File: src/rtl/gpu_mem_pkg.sv
// Shared definitions for the GPU memory subsystem: SDRAM window geometry,
// arbiter state encoding and the core-to-SDRAM address translation.
package gpu_mem_pkg;

    localparam int WORD_WIDTH          = 32;
    localparam int GPU_ADDRESS_WIDTH   = 24;
    localparam int SDRAM_ADDRESS_WIDTH = 30;
    localparam logic [SDRAM_ADDRESS_WIDTH-1:0] SDRAM_BASE = 30'h3E000000;

    typedef enum logic {
        IDLE  = 1'b0,
        ISSUE = 1'b1
    } arb_state_e;

    // The sum wraps modulo 2^SDRAM_ADDRESS_WIDTH; the byte offset bits are dropped.
    function automatic logic [SDRAM_ADDRESS_WIDTH-1:0] sdram_word_address(
        input logic [GPU_ADDRESS_WIDTH-1:0] byte_addr
    );
        logic [SDRAM_ADDRESS_WIDTH-1:0] sum;
        sum = SDRAM_ADDRESS_WIDTH'(byte_addr) + SDRAM_BASE;
        return sum >> 2;
    endfunction

endpackage

File: src/rtl/gpu_sdram_arbiter_if.sv
// Bundle of per-core Avalon ports and the shared SDRAM master port.
// master = the arbiter; slave = the surrounding cores and SDRAM controller.
interface gpu_sdram_arbiter_if
    import gpu_mem_pkg::*;
#(
    parameter int NUM_CORES = 4
) ();

    logic [NUM_CORES*GPU_ADDRESS_WIDTH-1:0] core_address;
    logic [NUM_CORES-1:0]                   core_read;
    logic [NUM_CORES-1:0]                   core_write;
    logic [NUM_CORES*WORD_WIDTH-1:0]        core_writedata;
    logic [NUM_CORES-1:0]                   core_waitrequest;
    logic [WORD_WIDTH-1:0]                  core_readdata;
    logic [NUM_CORES-1:0]                   core_readdatavalid;

    logic [SDRAM_ADDRESS_WIDTH-1:0]         sdram_address;
    logic                                   sdram_read;
    logic                                   sdram_write;
    logic [WORD_WIDTH-1:0]                  sdram_writedata;
    logic                                   sdram_waitrequest;
    logic [WORD_WIDTH-1:0]                  sdram_readdata;
    logic                                   sdram_readdatavalid;

    modport master (
        input  core_address, core_read, core_write, core_writedata,
        input  sdram_waitrequest, sdram_readdata, sdram_readdatavalid,
        output core_waitrequest, core_readdata, core_readdatavalid,
        output sdram_address, sdram_read, sdram_write, sdram_writedata
    );

    modport slave (
        output core_address, core_read, core_write, core_writedata,
        output sdram_waitrequest, sdram_readdata, sdram_readdatavalid,
        input  core_waitrequest, core_readdata, core_readdatavalid,
        input  sdram_address, sdram_read, sdram_write, sdram_writedata
    );

endinterface

File: src/rtl/gpu_sdram_arbiter_pending_read_fifo.sv
// In-order tag FIFO recording which core owns each outstanding SDRAM read.
// A push into a full FIFO is accepted only when a pop frees a slot in the same cycle.
module pending_read_fifo #(
    parameter int DEPTH = 8,
    parameter int TAG_W = 2
) (
    input  logic                   clock,
    input  logic                   reset,
    input  logic                   push,
    input  logic                   pop,
    input  logic [TAG_W-1:0]       data_in,
    output logic [TAG_W-1:0]       head,
    output logic [$clog2(DEPTH):0] count,
    output logic                   full,
    output logic                   empty
);

    localparam int AW = $clog2(DEPTH);

    logic [TAG_W-1:0] mem_q [DEPTH];
    logic [AW-1:0]    wr_ptr_q, wr_ptr_d;
    logic [AW-1:0]    rd_ptr_q, rd_ptr_d;
    logic [AW:0]      count_q, count_d;
    logic             do_push, do_pop;

    assign full    = (count_q == (AW+1)'(DEPTH));
    assign empty   = (count_q == '0);
    assign do_pop  = pop & ~empty;
    assign do_push = push & (~full | do_pop);
    assign head    = mem_q[rd_ptr_q];
    assign count   = count_q;

    always_comb begin
        wr_ptr_d = wr_ptr_q + AW'(do_push);
        rd_ptr_d = rd_ptr_q + AW'(do_pop);
        count_d  = count_q + (AW+1)'(do_push) - (AW+1)'(do_pop);
    end

    always_ff @(posedge clock or posedge reset) begin
        if (reset) begin
            wr_ptr_q <= '0;
            rd_ptr_q <= '0;
            count_q  <= '0;
        end else begin
            wr_ptr_q <= wr_ptr_d;
            rd_ptr_q <= rd_ptr_d;
            count_q  <= count_d;
        end
    end

    // Tag storage holds no control state, so it is left out of reset.
    always_ff @(posedge clock) begin
        if (do_push) mem_q[wr_ptr_q] <= data_in;
    end

endmodule

File: src/rtl/gpu_sdram_arbiter.sv
// Round-robin arbiter sharing one Avalon-MM SDRAM master among NUM_CORES GPU cores,
// with an in-order tag FIFO steering each read-data beat back to its issuing core.
module gpu_sdram_arbiter
    import gpu_mem_pkg::*;
#(
    parameter int NUM_CORES   = 4,
    parameter int MAX_PENDING = 8
) (
    input  logic                         clock,
    input  logic                         reset,
    gpu_sdram_arbiter_if.master          bus,
    output logic [$clog2(MAX_PENDING):0] pending_count,
    output logic                         return_error
);

    localparam int GW = $clog2(NUM_CORES);
    localparam int CW = $clog2(MAX_PENDING) + 1;

    arb_state_e                     state_q, state_d;
    logic [GW-1:0]                  grant_q, grant_d;
    logic [GW-1:0]                  last_grant_q, last_grant_d;
    logic                           is_write_q, is_write_d;
    logic                           sdram_read_q, sdram_read_d;
    logic                           sdram_write_q, sdram_write_d;
    logic                           return_error_q, return_error_d;
    logic [SDRAM_ADDRESS_WIDTH-1:0] addr_q, addr_d;
    logic [WORD_WIDTH-1:0]          wdata_q, wdata_d;

    logic [GPU_ADDRESS_WIDTH-1:0]   core_addr  [NUM_CORES];
    logic [WORD_WIDTH-1:0]          core_wdata [NUM_CORES];
    logic [NUM_CORES-1:0]           eligible;
    logic [NUM_CORES-1:0]           core_wait;
    logic [NUM_CORES-1:0]           core_rdv;
    logic [GW-1:0]                  cand;
    logic                           found;
    logic                           accept;
    logic                           push;
    logic                           pop;
    logic [GW-1:0]                  fifo_head;
    logic [CW-1:0]                  fifo_count;
    logic                           fifo_full;
    logic                           fifo_empty;

    // A core raising read and write together counts as a write, which never waits on the FIFO.
    for (genvar i = 0; i < NUM_CORES; i++) begin : g_core
        assign core_addr[i]  = bus.core_address[i*GPU_ADDRESS_WIDTH +: GPU_ADDRESS_WIDTH];
        assign core_wdata[i] = bus.core_writedata[i*WORD_WIDTH +: WORD_WIDTH];
        assign eligible[i]   = bus.core_write[i] | (bus.core_read[i] & ~fifo_full);
    end

    always_comb begin
        state_d       = state_q;
        grant_d       = grant_q;
        last_grant_d  = last_grant_q;
        is_write_d    = is_write_q;
        sdram_read_d  = sdram_read_q;
        sdram_write_d = sdram_write_q;
        addr_d        = addr_q;
        wdata_d       = wdata_q;
        accept        = 1'b0;
        found         = 1'b0;
        cand          = '0;
        case (state_q)
            IDLE: begin
                for (int k = 1; k <= NUM_CORES; k++) begin
                    cand = GW'((int'(last_grant_q) + k) % NUM_CORES);
                    if (!found && eligible[cand]) begin
                        found      = 1'b1;
                        grant_d    = cand;
                        is_write_d = bus.core_write[cand];
                        addr_d     = sdram_word_address(core_addr[cand]);
                        wdata_d    = core_wdata[cand];
                    end
                end
                if (found) begin
                    state_d       = ISSUE;
                    sdram_read_d  = ~is_write_d;
                    sdram_write_d = is_write_d;
                end
            end
            ISSUE: begin
                if (!bus.sdram_waitrequest) begin
                    accept        = 1'b1;
                    last_grant_d  = grant_q;
                    state_d       = IDLE;
                    sdram_read_d  = 1'b0;
                    sdram_write_d = 1'b0;
                end
            end
            default: state_d = IDLE;
        endcase
    end

    always_comb begin
        core_wait = '1;
        if (accept) core_wait[grant_q] = 1'b0;
    end

    // A beat with no recorded owner is dropped and latched as an error.
    always_comb begin
        core_rdv       = '0;
        return_error_d = return_error_q;
        if (pop) begin
            if (fifo_empty) return_error_d = 1'b1;
            else            core_rdv[fifo_head] = 1'b1;
        end
    end

    assign push = accept & ~is_write_q;
    assign pop  = bus.sdram_readdatavalid;

    pending_read_fifo #(
        .DEPTH (MAX_PENDING),
        .TAG_W (GW)
    ) u_tags (
        .clock   (clock),
        .reset   (reset),
        .push    (push),
        .pop     (pop),
        .data_in (grant_q),
        .head    (fifo_head),
        .count   (fifo_count),
        .full    (fifo_full),
        .empty   (fifo_empty)
    );

    always_ff @(posedge clock or posedge reset) begin
        if (reset) begin
            state_q        <= IDLE;
            grant_q        <= '0;
            last_grant_q   <= GW'(NUM_CORES - 1);
            is_write_q     <= 1'b0;
            sdram_read_q   <= 1'b0;
            sdram_write_q  <= 1'b0;
            return_error_q <= 1'b0;
        end else begin
            state_q        <= state_d;
            grant_q        <= grant_d;
            last_grant_q   <= last_grant_d;
            is_write_q     <= is_write_d;
            sdram_read_q   <= sdram_read_d;
            sdram_write_q  <= sdram_write_d;
            return_error_q <= return_error_d;
        end
    end

    always_ff @(posedge clock) begin
        addr_q  <= addr_d;
        wdata_q <= wdata_d;
    end

    assign bus.sdram_address      = addr_q;
    assign bus.sdram_writedata    = wdata_q;
    assign bus.sdram_read         = sdram_read_q;
    assign bus.sdram_write        = sdram_write_q;
    assign bus.core_waitrequest   = core_wait;
    assign bus.core_readdatavalid = core_rdv;
    assign bus.core_readdata      = bus.sdram_readdata;
    assign pending_count          = fifo_count;
    assign return_error           = return_error_q;

endmodule

File: src/flat_wrapper.sv
// flat-port wrapper written by rule: the top's interface ports become plain ports
module gpu_sdram_arbiter_flat import gpu_mem_pkg::*;
#(
    parameter int NUM_CORES   = 4,
    parameter int MAX_PENDING = 8
)
  (clock, reset, pending_count, return_error, bus_core_address, bus_core_read, bus_core_write, bus_core_writedata, bus_sdram_waitrequest, bus_sdram_readdata, bus_sdram_readdatavalid, bus_core_waitrequest, bus_core_readdata, bus_core_readdatavalid, bus_sdram_address, bus_sdram_read, bus_sdram_write, bus_sdram_writedata);
  gpu_sdram_arbiter_if #(.NUM_CORES(NUM_CORES)) bus_i ();
  input  logic clock;
  input  logic reset;
  output logic [$clog2(MAX_PENDING):0] pending_count;
  output logic return_error;
  input wire logic [$bits(bus_i.core_address)-1:0] bus_core_address;
  input wire logic [$bits(bus_i.core_read)-1:0] bus_core_read;
  input wire logic [$bits(bus_i.core_write)-1:0] bus_core_write;
  input wire logic [$bits(bus_i.core_writedata)-1:0] bus_core_writedata;
  input wire logic [$bits(bus_i.sdram_waitrequest)-1:0] bus_sdram_waitrequest;
  input wire logic [$bits(bus_i.sdram_readdata)-1:0] bus_sdram_readdata;
  input wire logic [$bits(bus_i.sdram_readdatavalid)-1:0] bus_sdram_readdatavalid;
  output wire logic [$bits(bus_i.core_waitrequest)-1:0] bus_core_waitrequest;
  output wire logic [$bits(bus_i.core_readdata)-1:0] bus_core_readdata;
  output wire logic [$bits(bus_i.core_readdatavalid)-1:0] bus_core_readdatavalid;
  output wire logic [$bits(bus_i.sdram_address)-1:0] bus_sdram_address;
  output wire logic [$bits(bus_i.sdram_read)-1:0] bus_sdram_read;
  output wire logic [$bits(bus_i.sdram_write)-1:0] bus_sdram_write;
  output wire logic [$bits(bus_i.sdram_writedata)-1:0] bus_sdram_writedata;
  assign bus_i.core_address = bus_core_address;
  assign bus_i.core_read = bus_core_read;
  assign bus_i.core_write = bus_core_write;
  assign bus_i.core_writedata = bus_core_writedata;
  assign bus_i.sdram_waitrequest = bus_sdram_waitrequest;
  assign bus_i.sdram_readdata = bus_sdram_readdata;
  assign bus_i.sdram_readdatavalid = bus_sdram_readdatavalid;
  assign bus_core_waitrequest = bus_i.core_waitrequest;
  assign bus_core_readdata = bus_i.core_readdata;
  assign bus_core_readdatavalid = bus_i.core_readdatavalid;
  assign bus_sdram_address = bus_i.sdram_address;
  assign bus_sdram_read = bus_i.sdram_read;
  assign bus_sdram_write = bus_i.sdram_write;
  assign bus_sdram_writedata = bus_i.sdram_writedata;
  gpu_sdram_arbiter #(.NUM_CORES(NUM_CORES), .MAX_PENDING(MAX_PENDING)) u_core (.clock(clock), .reset(reset), .bus(bus_i), .pending_count(pending_count), .return_error(return_error));
endmodule
File: config.mk
export PLATFORM = sky130hd
export DESIGN_NAME = gpu_sdram_arbiter_flat
export DESIGN_NICKNAME = d
export VERILOG_FILES = /design/src/rtl/gpu_mem_pkg.sv /design/src/rtl/gpu_sdram_arbiter_if.sv /design/src/rtl/gpu_sdram_arbiter_pending_read_fifo.sv /design/src/rtl/gpu_sdram_arbiter.sv /design/src/flat_wrapper.sv
export SDC_FILE = /design/constraint.sdc
export NUM_CORES = 1
export LEC_CHECK = 0
export CAP_MARGIN = 30
export CORE_UTILIZATION = 30
export CTS_CLUSTER_SIZE = 28
export DETAILED_ROUTE_END_ITERATION = 16
export PLACE_DENSITY_LB_ADDON = 0.3
export SYNTH_ARGS = -nofsm -noshare
export SYNTH_HDL_FRONTEND = slang
export SYNTH_SLANG_ARGS = --single-unit
File: constraint.sdc
create_clock -name clock -period 9.7 [get_ports clock]
set_input_delay 1.94 -clock clock [delete_from_list [all_inputs] [get_ports clock]]
set_output_delay 1.94 -clock clock [all_outputs]
set_load 0.02 [all_outputs]
Word-level counts from Yosys, hierarchy flattened. Memories as Yosys holds them, arrays and structs flattened. Index checks and enable logic that the tools add are counted.

Bits in registers: 79. Bits in latches: 0. Bits in writable memories: 16. Bits in read-only memories: 0. Bits of input ports: 268. Output and inout port bits: 109. Word-level logic and storage cells: 161. Memories: 1.

Memories: u_core.u_tags.mem_q (words 8, width 2, rd ports 1, clocked after memory_dff 0, wr ports 1, line gpu_sdram_arbiter_pending_read_fifo.sv:20) `logic [TAG_W-1:0] mem_q [DEPTH];`.

$add $sub $neg: 12. Multipliers: 0. Div/mod/pow operators: 0. Order comparisons: 12. Eq/ne operators: 3. Shift-type cells: 0. Muxes and demuxes: 84. Bitwise gates (word level): 23. Reduce and logical (&&, ||, !) cells: 14.

Operators by type and width (number): two-way mux 32 bit (12); binary-select mux 32 bit (select 2 bit) (4); binary-select mux 24 bit (select 2 bit) (4); two-way mux 24 bit (8); two-way mux 28 bit (4); adder 25 x 26 -> 27 bit, second input constant (4); two-way mux 1 bit (32); less-than comparator 2 x 3 -> 1 bit, second input constant (6); binary-select mux 1 bit (select 2 bit) (8); >= comparator 3 bit, second input constant (4); two-way mux 4 bit (3); inverter 2 -> 3 bit (4); two-way mux 2 bit (4); AND reduction 2 bit (4); AND 1 bit (7); adder 3 x 1 -> 3 bit (2); inverter 1 bit (6); case mux 1 bit (2 select lines) (3); logical AND 1 bit (5); bitwise OR 1 bit (5); adder 2 x 1 -> 2 bit, second input constant (2); adder 2 bit, second input constant (2); adder 4 x 1 -> 4 bit (1); demux 1 bit (select 2 bit) (2); other kinds (9) (12).

Depth between registers and ports, before layout. Gate-level depths: netlist of the first run.

Depth in word-level cells: 23. Mapped depth: 13. Depth with buffers taken out: 12.

Modules after synthesis. From an unflattened synthesis of the first run, not the netlist that was laid out.

Cells, all modules: 1155. Area total of the unflattened synthesis: 10007.1 µm².

Modules (own cells, without submodules): gpu_sdram_arbiter (times used 1, cells an instance 1081, area an instance 8816.0 µm²); pending_read_fifo (times used 1, cells an instance 74, area an instance 1191.1 µm²).

Least setup slack after synthesis of the first run. OpenSTA, ideal clock, no wires.

Path kind: input-to-reg. Start point: input port bus_core_write[3]. End point: register u_core.grant_q[1]. Library setup time: 0.077 ns. Arrival: 6.231 ns. Required time: 9.623 ns. Slack: 3.392 ns. Stages on the path: 6. Buffers on the path: 0. Cells stage by stage: or2_2 a21oi_1 nor3_1 nor2_1 a41oi_1 o32a_1.

Longest elaborated chain between the ends: 17. Elaborated cells on any way between the ends: 26.

Ends and longest elaborated chain: start, declared (line flat_wrapper.sv:15) `input wire logic [$bits(bus_i.core_write)-1:0] bus_core_write;`; bitwise OR 1 bit (*) (line gpu_sdram_arbiter.sv:48) `assign eligible[i] = bus.core_write[i] | (bus.core_read[i] & ~fifo_full);`; binary-select mux 1 bit (select 2 bit) (line gpu_sdram_arbiter.sv:67) `if (!found && eligible[cand]) begin`; two-way mux 1 bit (not written as such) (line gpu_sdram_arbiter.sv:67); two-way mux 1 bit (line gpu_sdram_arbiter.sv:67); two-way mux 1 bit (line gpu_sdram_arbiter.sv:63) `case (state_q)`; zero test 1 bit (line gpu_sdram_arbiter.sv:67); logical AND 1 bit (line gpu_sdram_arbiter.sv:67); two-way mux 1 bit (line gpu_sdram_arbiter.sv:67); two-way mux 1 bit (line gpu_sdram_arbiter.sv:63); zero test 1 bit (line gpu_sdram_arbiter.sv:67); logical AND 1 bit (line gpu_sdram_arbiter.sv:67); two-way mux 1 bit (line gpu_sdram_arbiter.sv:67); two-way mux 1 bit (line gpu_sdram_arbiter.sv:63); zero test 1 bit (line gpu_sdram_arbiter.sv:67); logical AND 1 bit (line gpu_sdram_arbiter.sv:67); nonzero test 4 bit (no line); AND reduction 2 bit (no line); end signal, assigned (line gpu_sdram_arbiter.sv:138) `grant_q <= grant_d;`; end, declared (line gpu_sdram_arbiter.sv:20) `logic [GW-1:0] grant_q, grant_d;`.

Every way passes the cells marked *; elsewhere a longest branch is shown, timed or not. The select of a mux whose other input is x is not followed. A chain may end at the register's enable or synchronous reset.

Final worst setup path of the first run.
Start point: input port bus_core_write[2]. End point: register u_core.wdata_q[31] (netlist: u_core.bus.sdram_writedata[31]), data pin.

Longest elaborated chain between the ends: 16. Elaborated cells on any way between the ends: 24.

Ends and longest elaborated chain: bitwise OR 1 bit (*) (line gpu_sdram_arbiter.sv:48); binary-select mux 1 bit (select 2 bit) (line gpu_sdram_arbiter.sv:67); two-way mux 1 bit (not written as such) (line gpu_sdram_arbiter.sv:67); two-way mux 1 bit (line gpu_sdram_arbiter.sv:67); two-way mux 1 bit (line gpu_sdram_arbiter.sv:63); zero test 1 bit (line gpu_sdram_arbiter.sv:67); logical AND 1 bit (line gpu_sdram_arbiter.sv:67); two-way mux 1 bit (line gpu_sdram_arbiter.sv:67); two-way mux 1 bit (line gpu_sdram_arbiter.sv:63); zero test 1 bit (line gpu_sdram_arbiter.sv:67); logical AND 1 bit (line gpu_sdram_arbiter.sv:67); two-way mux 1 bit (line gpu_sdram_arbiter.sv:67); two-way mux 1 bit (line gpu_sdram_arbiter.sv:63); zero test 1 bit (line gpu_sdram_arbiter.sv:67); logical AND 1 bit (line gpu_sdram_arbiter.sv:67); two-way mux 32 bit (*) (line gpu_sdram_arbiter.sv:67); end signal, assigned (line gpu_sdram_arbiter.sv:149) `wdata_q <= wdata_d;`; end, declared (line gpu_sdram_arbiter.sv:27) `logic [WORD_WIDTH-1:0] wdata_q, wdata_d;`.

Marks and branches as above.

==> flow_summary.yaml, run 1 <==
run_status:
  status: "finished clean"
power:
  p_sw_uw: 1973
  comb_power_share_pct: 69.9
  clockPowerShare_pct: 8.7
  share_seq_of_total_power_pct: 21.4
  leakage_uw: 0.004825
  swShare_pct: 47.89
  p_int_uw: 2147
  p_per_area_nw_per_um2: 314.1
  ir_worst_vdd_mv: 0.1517
synth:
  synth_cell_types: 47
  async_reset_ff_share_pct: 21.35
  syn_area_sq_um: 9849
  postSynthCellCount: 1264
  synth_edf_count: 70
  synth-seq-cells: 89
  yosys_warnings: 0
  syn_area_per_cell_sq_um: 7.792
  synth_top_flop_cell: "edfxtp_1"
  seq_area_frac_synth_pct: 26.19
floorplanning:
  die_h_um: 183.2
  die_x_um: 183.2
  start_util_pct: 30.82
  die-area_sq_um: 33560
  num_rows: 65
  io_pins: 377
  core_sq_um: 31960
worst_setup_path:
  cp_max_fo: 58
  endpoint_kind: "flip-flop"
  crit_chain: "clkdlybuf4s50_1 > nor2b_1 > a21boi_1 > nor3_1 > or4_2 > buf_4 > or4_4 > buf_4 > nor2_1 > a21oi_1"
  required_ns: 9.76
  reg2reg_depth: 10
  r2r_start: "u_core.last_grant_q[0]"
  crit_start: "bus_core_write[2]"
  rrSetupSlack_ns: 4.63
  r2r-end: "u_core.bus.sdram_writedata[31]"
  cp.arrival_ns: 5.88
  cp.depth: 10
  path_buf_inv: 3
  start_kind: "input port"
  critical_path.top_delay_family: "simple AND/OR/NAND/NOR gates"
  crit_type: "input port to flip-flop"
  slowest_delay_ns: 0.93
  critPathMostFrequentCell: "buf_4"
  cpMaxStageDelayCell: "or4_4"
  cp-endpoint: "u_core.bus.sdram_writedata[31]"
global_route:
  antenna_found_initial: 0
  grt_use_total_pct: 18.27
  grt_pass1_wl_mm: 48.33
  grt_max_degree: 132
  overflow: 0
  first_global_vias: 9036
clock_network:
  worstSkewPairLatency_ns: 0.36
  hold_buffers: 0
  cts_made_buffers: 9
  cts_buffer_depth: 2
  clkTransAtPathRegs_ns: 0.08
  cts_setup_buffers: 0
  cts.sinks: 89
  cts_tree: "yes"
  h-tree-depth: 3
  root_buffer: "clkbuf_16"
  cts_resized: 0
timing:
  tightest_slew_ns: 1.023
  timing.final.crit_share_pct: 59.94
  hold_viol: 0
  layout_min_cycle_time_ns: 5.814
  finClkSkew_ns: 0.009102
  slew_violations: 0
  layout_setup_ws_ns: 3.886
  max_clock_freq_mhz: 172.0
  setup_violations: 0
  tns_ns: 0
  rsz0062_at_grt: "no"
  relSlewSlack_pct: 31.83
drt:
  wl_mm: 31.49
  ant_nets: 0
  vias: 9890
  viasPerCell: 5.275
  drc: 0
  detail_route.first_pass.iterations: 5
  wire_per_inst_um: 16.79
  drt-initial-drc-count: 600
place:
  dp_hpwl_mm: 22.42
  portBuffers: 296
  place_worst_setup_slack_ns: 3.525
  routabilityCongestion: 0.8037
finish:
  syn2layout_area_growth_pct: 33.18
  fillers: 3123
  layout-drive-gt1-share_pct: 11.11
  fin_util_pct: 41.04
  n_antenna_cell: 0
  nNetsFinal: 1714
hold_path:
  hold_path_class: "flip-flop to flip-flop"
flow_run:
  drv_cap: 0
## synth_stat cells, drive strengths merged, types with 2 or more instances
library cell  number  area share, %
dfrtp             17            4.3
mux4               4           0.91
o21ai              2           0.10
nand2b             7           0.44
mux2i            110             11
or3                2           0.13
edfxtp            70             21
o22ai             57            3.6
inv               12           0.46
nand2              8           0.30
a211oi             4           0.36
xor2               4           0.36
a211o              2           0.18
or4                2           0.15
o211ai             2           0.15
a21oi            282             14
nand3              3           0.15
dfstp              2           0.53
a21o               3           0.23
conb               2          0.076
nor2b              2           0.13
o22a               2           0.18
ha                10            1.3
mux2             111             13
clkbuf            97            3.7
nor2             299             11
o31ai              4           0.30
a31oi              2           0.13
a21boi             2           0.15
xnor2              2           0.18
or2                4           0.25
a221oi            54            4.8
buf               61            4.1
nor3              10           0.51
## per-layer routing
layer  global-route usage [%]  up-vias  routed length (um)
met5                        0        -                   0
met4                    5.267        0                 417
met3                    4.448       33                2255
met2                    32.20      338               15770
met1                    21.87     4536               13050
li1                         -     4983                   -
## placed cells by master, fill, tap and decap left out, types with 4 or more instances in the layout
master / count
buf_4: 13
a221oi_1: 54
nor3_1: 10
dfrtp_1: 17
o31ai_1: 4
clkbuf_16: 9
ha_1: 10
mux2i_1: 110
edfxtp_1: 70
nand2_1: 8
a21oi_1: 282
mux4_2: 4
nor2_1: 297
or2_2: 4
xor2_1: 4
o22ai_1: 57
clkdlybuf4s50_1: 296
mux2_2: 111
nand2b_1: 7
inv_1: 12
conb_1: 8
## kinds of logic after synthesis
| group | synth area share [%] |
|---|---|
| mux | 24.78 |
| flops | 26.19 |
| simple gates | 13.78 |
| xor+xnor | 0.5335 |
| fa+ha+maj | 1.474 |
| other cells | 0.07625 |
| compound gates | 24.90 |
| buf+inv | 8.257 |
## through the flow
stage                     instances  total power, uW  hold WS [ns]  cell area, sq um
after floorplan                1270             2936        0.4918              9872
after global placement         1856             3699        0.4507             12750
after detailed placement       1858             3764        0.4811             12800
after CTS                      1874             4143        0.4979             13090
after global routing           1875             4465        0.5163             13120
final                          1875             4120        0.4919             13120
## layout make-up
type / instances / area (sq um) / area share [%]
tap: 435 / 544.3 / 4.149
sequential: 89 / 2587 / 19.73
multi-input combinational: 1011 / 6518 / 49.69
clock buffer: 9 / 225.2 / 1.717
timing repair buffer: 312 / 3136 / 23.90
inverter: 12 / 45.04 / 0.3434
clock inverter: 7 / 62.56 / 0.4769
## power by group through the flow
stage,Sequential [uW],Combinational [uW],Clock [uW]
6_report,880,2880,360
5_1_grt,910,3170,387
4_1_cts,886,2880,371
3_5_place_dp,893,2870,0
3_3_place_gp,913,2790,0
2_1_floorplan,952,1980,0
## state kept, by name (all words and copies together), names as in the netlist
signal                      flops
u_core.grant_q                  2
u_core.bus.sdram_write          1
u_core.bus.sdram_read           1
u_core.bus.sdram_writedata     32
u_core.is_write_q               1
u_core.last_grant_q             2
u_core.return_error             1
u_core.u_tags.rd_ptr_q          3
u_core.state_q                  1
u_core.u_tags.count             4
u_core.u_tags.mem_q            16
u_core.u_tags.wr_ptr_q          3
u_core.bus.sdram_address       22
## worst register-to-register path, stage by stage (launching register included)
cell and delay (ns):
dfstp_4 1.00, buf_16 0.32, nor2b_1 0.29, a21boi_1 0.34
nor3_1 0.14, or4_2 0.62, buf_4 0.40, or4_4 0.94
buf_4 0.44, nor2_1 0.20, a21oi_1 0.08
## how the worst min path moves through the flow
stage / from / endpoint / slack [ns] / cells after the start
after global placement: u_core.return_error / u_core.return_error / 0.45 / 1
after detailed placement: u_core.return_error / u_core.return_error / 0.48 / 1
final: u_core.return_error / u_core.return_error / 0.49 / 1
after global routing: u_core.return_error / u_core.return_error / 0.52 / 1
after floorplan: u_core.u_tags.wr_ptr_q[0] / u_core.u_tags.wr_ptr_q[0] / 0.49 / 1
after CTS: u_core.return_error / u_core.return_error / 0.50 / 1
Power figures use the tool's default switching activity.
==> inputs of run 2 (changes only) <==
Clock period 9.7 ns to 4.9 ns, I/O delays scaled along.
==> run 2 against run 1 <==
Against the previous run: combinational power increased by 98%; critical path depth is 1 lower; global-route usage shrank 0.31 points; clock-buffer cell count is the same; register-to-register slack worse by 3.6 ns; cell area is essentially flat; largest power group unchanged; die area did not move; hold slack improved by 0.0021 ns; utilization about the same; critical endpoint is now u_core.bus.sdram_writedata[12]; power is 97% higher; clock power increased by 99%.
==> flow_summary.yaml, run 2 (synthesized netlist as in run 1, its figures left out) <==
global_route:
  grt_max_degree: 225
  overflow: 0
  grt_pass1_wl_mm: 47.97
  grt_use_total_pct: 17.96
  first_global_vias: 9088
  antenna_found_initial: 0
clock_network:
  cts_made_buffers: 9
  hold_buffers: 0
  h-tree-depth: 3
  cts_tree: "yes"
  cts_setup_buffers: 0
  cts.sinks: 89
  root_buffer: "clkbuf_16"
  worstSkewPairLatency_ns: 0.35
  cts_buffer_depth: 2
  cts_resized: 0
  clkTransAtPathRegs_ns: 0.08
timing:
  layout_min_cycle_time_ns: 3.991
  tightest_slew_ns: 1.050
  hold_viol: 0
  tns_ns: 0
  slew_violations: 0
  timing.final.crit_share_pct: 81.46
  rsz0062_at_grt: "no"
  relSlewSlack_pct: 30.02
  max_clock_freq_mhz: 250.5
  finClkSkew_ns: 0.01507
  setup_violations: 0
drt:
  wire_per_inst_um: 16.45
  ant_nets: 0
  vias: 9815
  drc: 0
  detail_route.first_pass.iterations: 5
  viasPerCell: 5.235
  wl_mm: 30.84
  drt-initial-drc-count: 598
worst_setup_path:
  rrSetupSlack_ns: 1.08
  r2r-end: "u_core.bus.sdram_writedata[12]"
  endpoint_kind: "flip-flop"
  crit_start: "bus_core_write[2]"
  required_ns: 4.97
  cp-endpoint: "u_core.bus.sdram_writedata[12]"
  reg2reg_depth: 10
  crit_type: "input port to flip-flop"
  cp.arrival_ns: 4.06
  start_kind: "input port"
  cp_max_fo: 62
  r2r_start: "u_core.u_tags.count[2]"
power:
  comb_power_share_pct: 70.2
  swShare_pct: 47.65
  p_sw_uw: 3875
  leakage_uw: 0.004825
  p_int_uw: 4257
  ir_worst_vdd_mv: 0.4054
  clockPowerShare_pct: 8.8
  share_seq_of_total_power_pct: 21.0
  p_per_area_nw_per_um2: 620.0
place:
  dp_hpwl_mm: 21.72
  routabilityCongestion: 0.8476
  dp.cells: 1858
  portBuffers: 296
floorplanning:
  num_rows: 65
  io_pins: 377
  core_sq_um: 31960
  start_util_pct: 30.82
  die_h_um: 183.2
  die-area_sq_um: 33560
  die_x_um: 183.2
finish:
  final_common_cell: "nor2_1"
  largest_reg_flops: 32
  layout-drive-gt1-share_pct: 11.11
  nNetsFinal: 1714
  syn2layout_area_growth_pct: 33.17
  seq_area_sq_um: 2587
  mostFrequentLayoutCells: "nor2_1, clkdlybuf4s50_1, a21oi_1"
  multi_input_area_sq_um: 6518
  final_cells: 1875
  n_antenna_cell: 0
  fillers: 3186
run_status:
  status: "finished clean"
hold_path:
  hold_path_class: "flip-flop to flip-flop"
flow_run:
  drv_cap: 0
-- run 2: metal layers --
layer  part of all wire [%]  global-route usage, %
met1                     42                  21.71
met2                     50                  31.73
met3                    6.2                  4.031
met4                    2.0                  5.033
met5                      0                      0
-- run 2: per-stage QoR --
step	util, %	hold slack [ns]	worst slack [ns]	area, sq um	total power [uW]
floorplan	-	0.4918	1.044	9879	5811
detailed placement	40.03	0.4813	0.5785	12790	7424
CTS	40.95	0.5004	0.9554	13090	8170
global route	41.04	0.5088	0.7187	13120	8831
global placement	40.03	0.4542	0.6078	12790	7302
finish	41.04	0.4941	0.9086	13120	8133
-- run 2: area by class of cell --
class                           instances  area share (%)
Multi-Input combinational cell       1011           49.69
Timing Repair Buffer                  312           23.85
Sequential cell                        89           19.73
Tap cell                              435           4.150
Clock buffer                            9           1.717
Clock inverter                          7          0.5247
Inverter                               12          0.3434
-- run 2: power groups by stage --
stage	Combinational, uW	Sequential [uW]	Clock (uW)
5_1_grt	6290	1770	776
3_3_place_gp	5570	1730	0
6_report	5710	1710	716
2_1_floorplan	3930	1880	0
4_1_cts	5700	1730	749
3_5_place_dp	5690	1730	0
-- run 2: how the worst min path moves through the flow --
stage / depth (start not counted) / slack, ns / endpoint / start
2_1_floorplan: 1 / 0.49 / u_core.u_tags.wr_ptr_q[0] / u_core.u_tags.wr_ptr_q[0]
3_3_place_gp: 1 / 0.45 / u_core.return_error / u_core.return_error
6_report: 1 / 0.49 / u_core.return_error / u_core.return_error
5_1_grt: 1 / 0.51 / u_core.return_error / u_core.return_error
3_5_place_dp: 1 / 0.48 / u_core.return_error / u_core.return_error
4_1_cts: 1 / 0.50 / u_core.return_error / u_core.return_error
-- run 2: critical path, stage by stage --
cell	delay, ns
clkdlybuf4s50_1	0.52
nor2b_1	0.23
a21boi_1	0.35
nor3_1	0.14
or4_2	0.64
or4_4	0.56
buf_4	0.32
nor2_1	0.19
a21oi_1	0.05
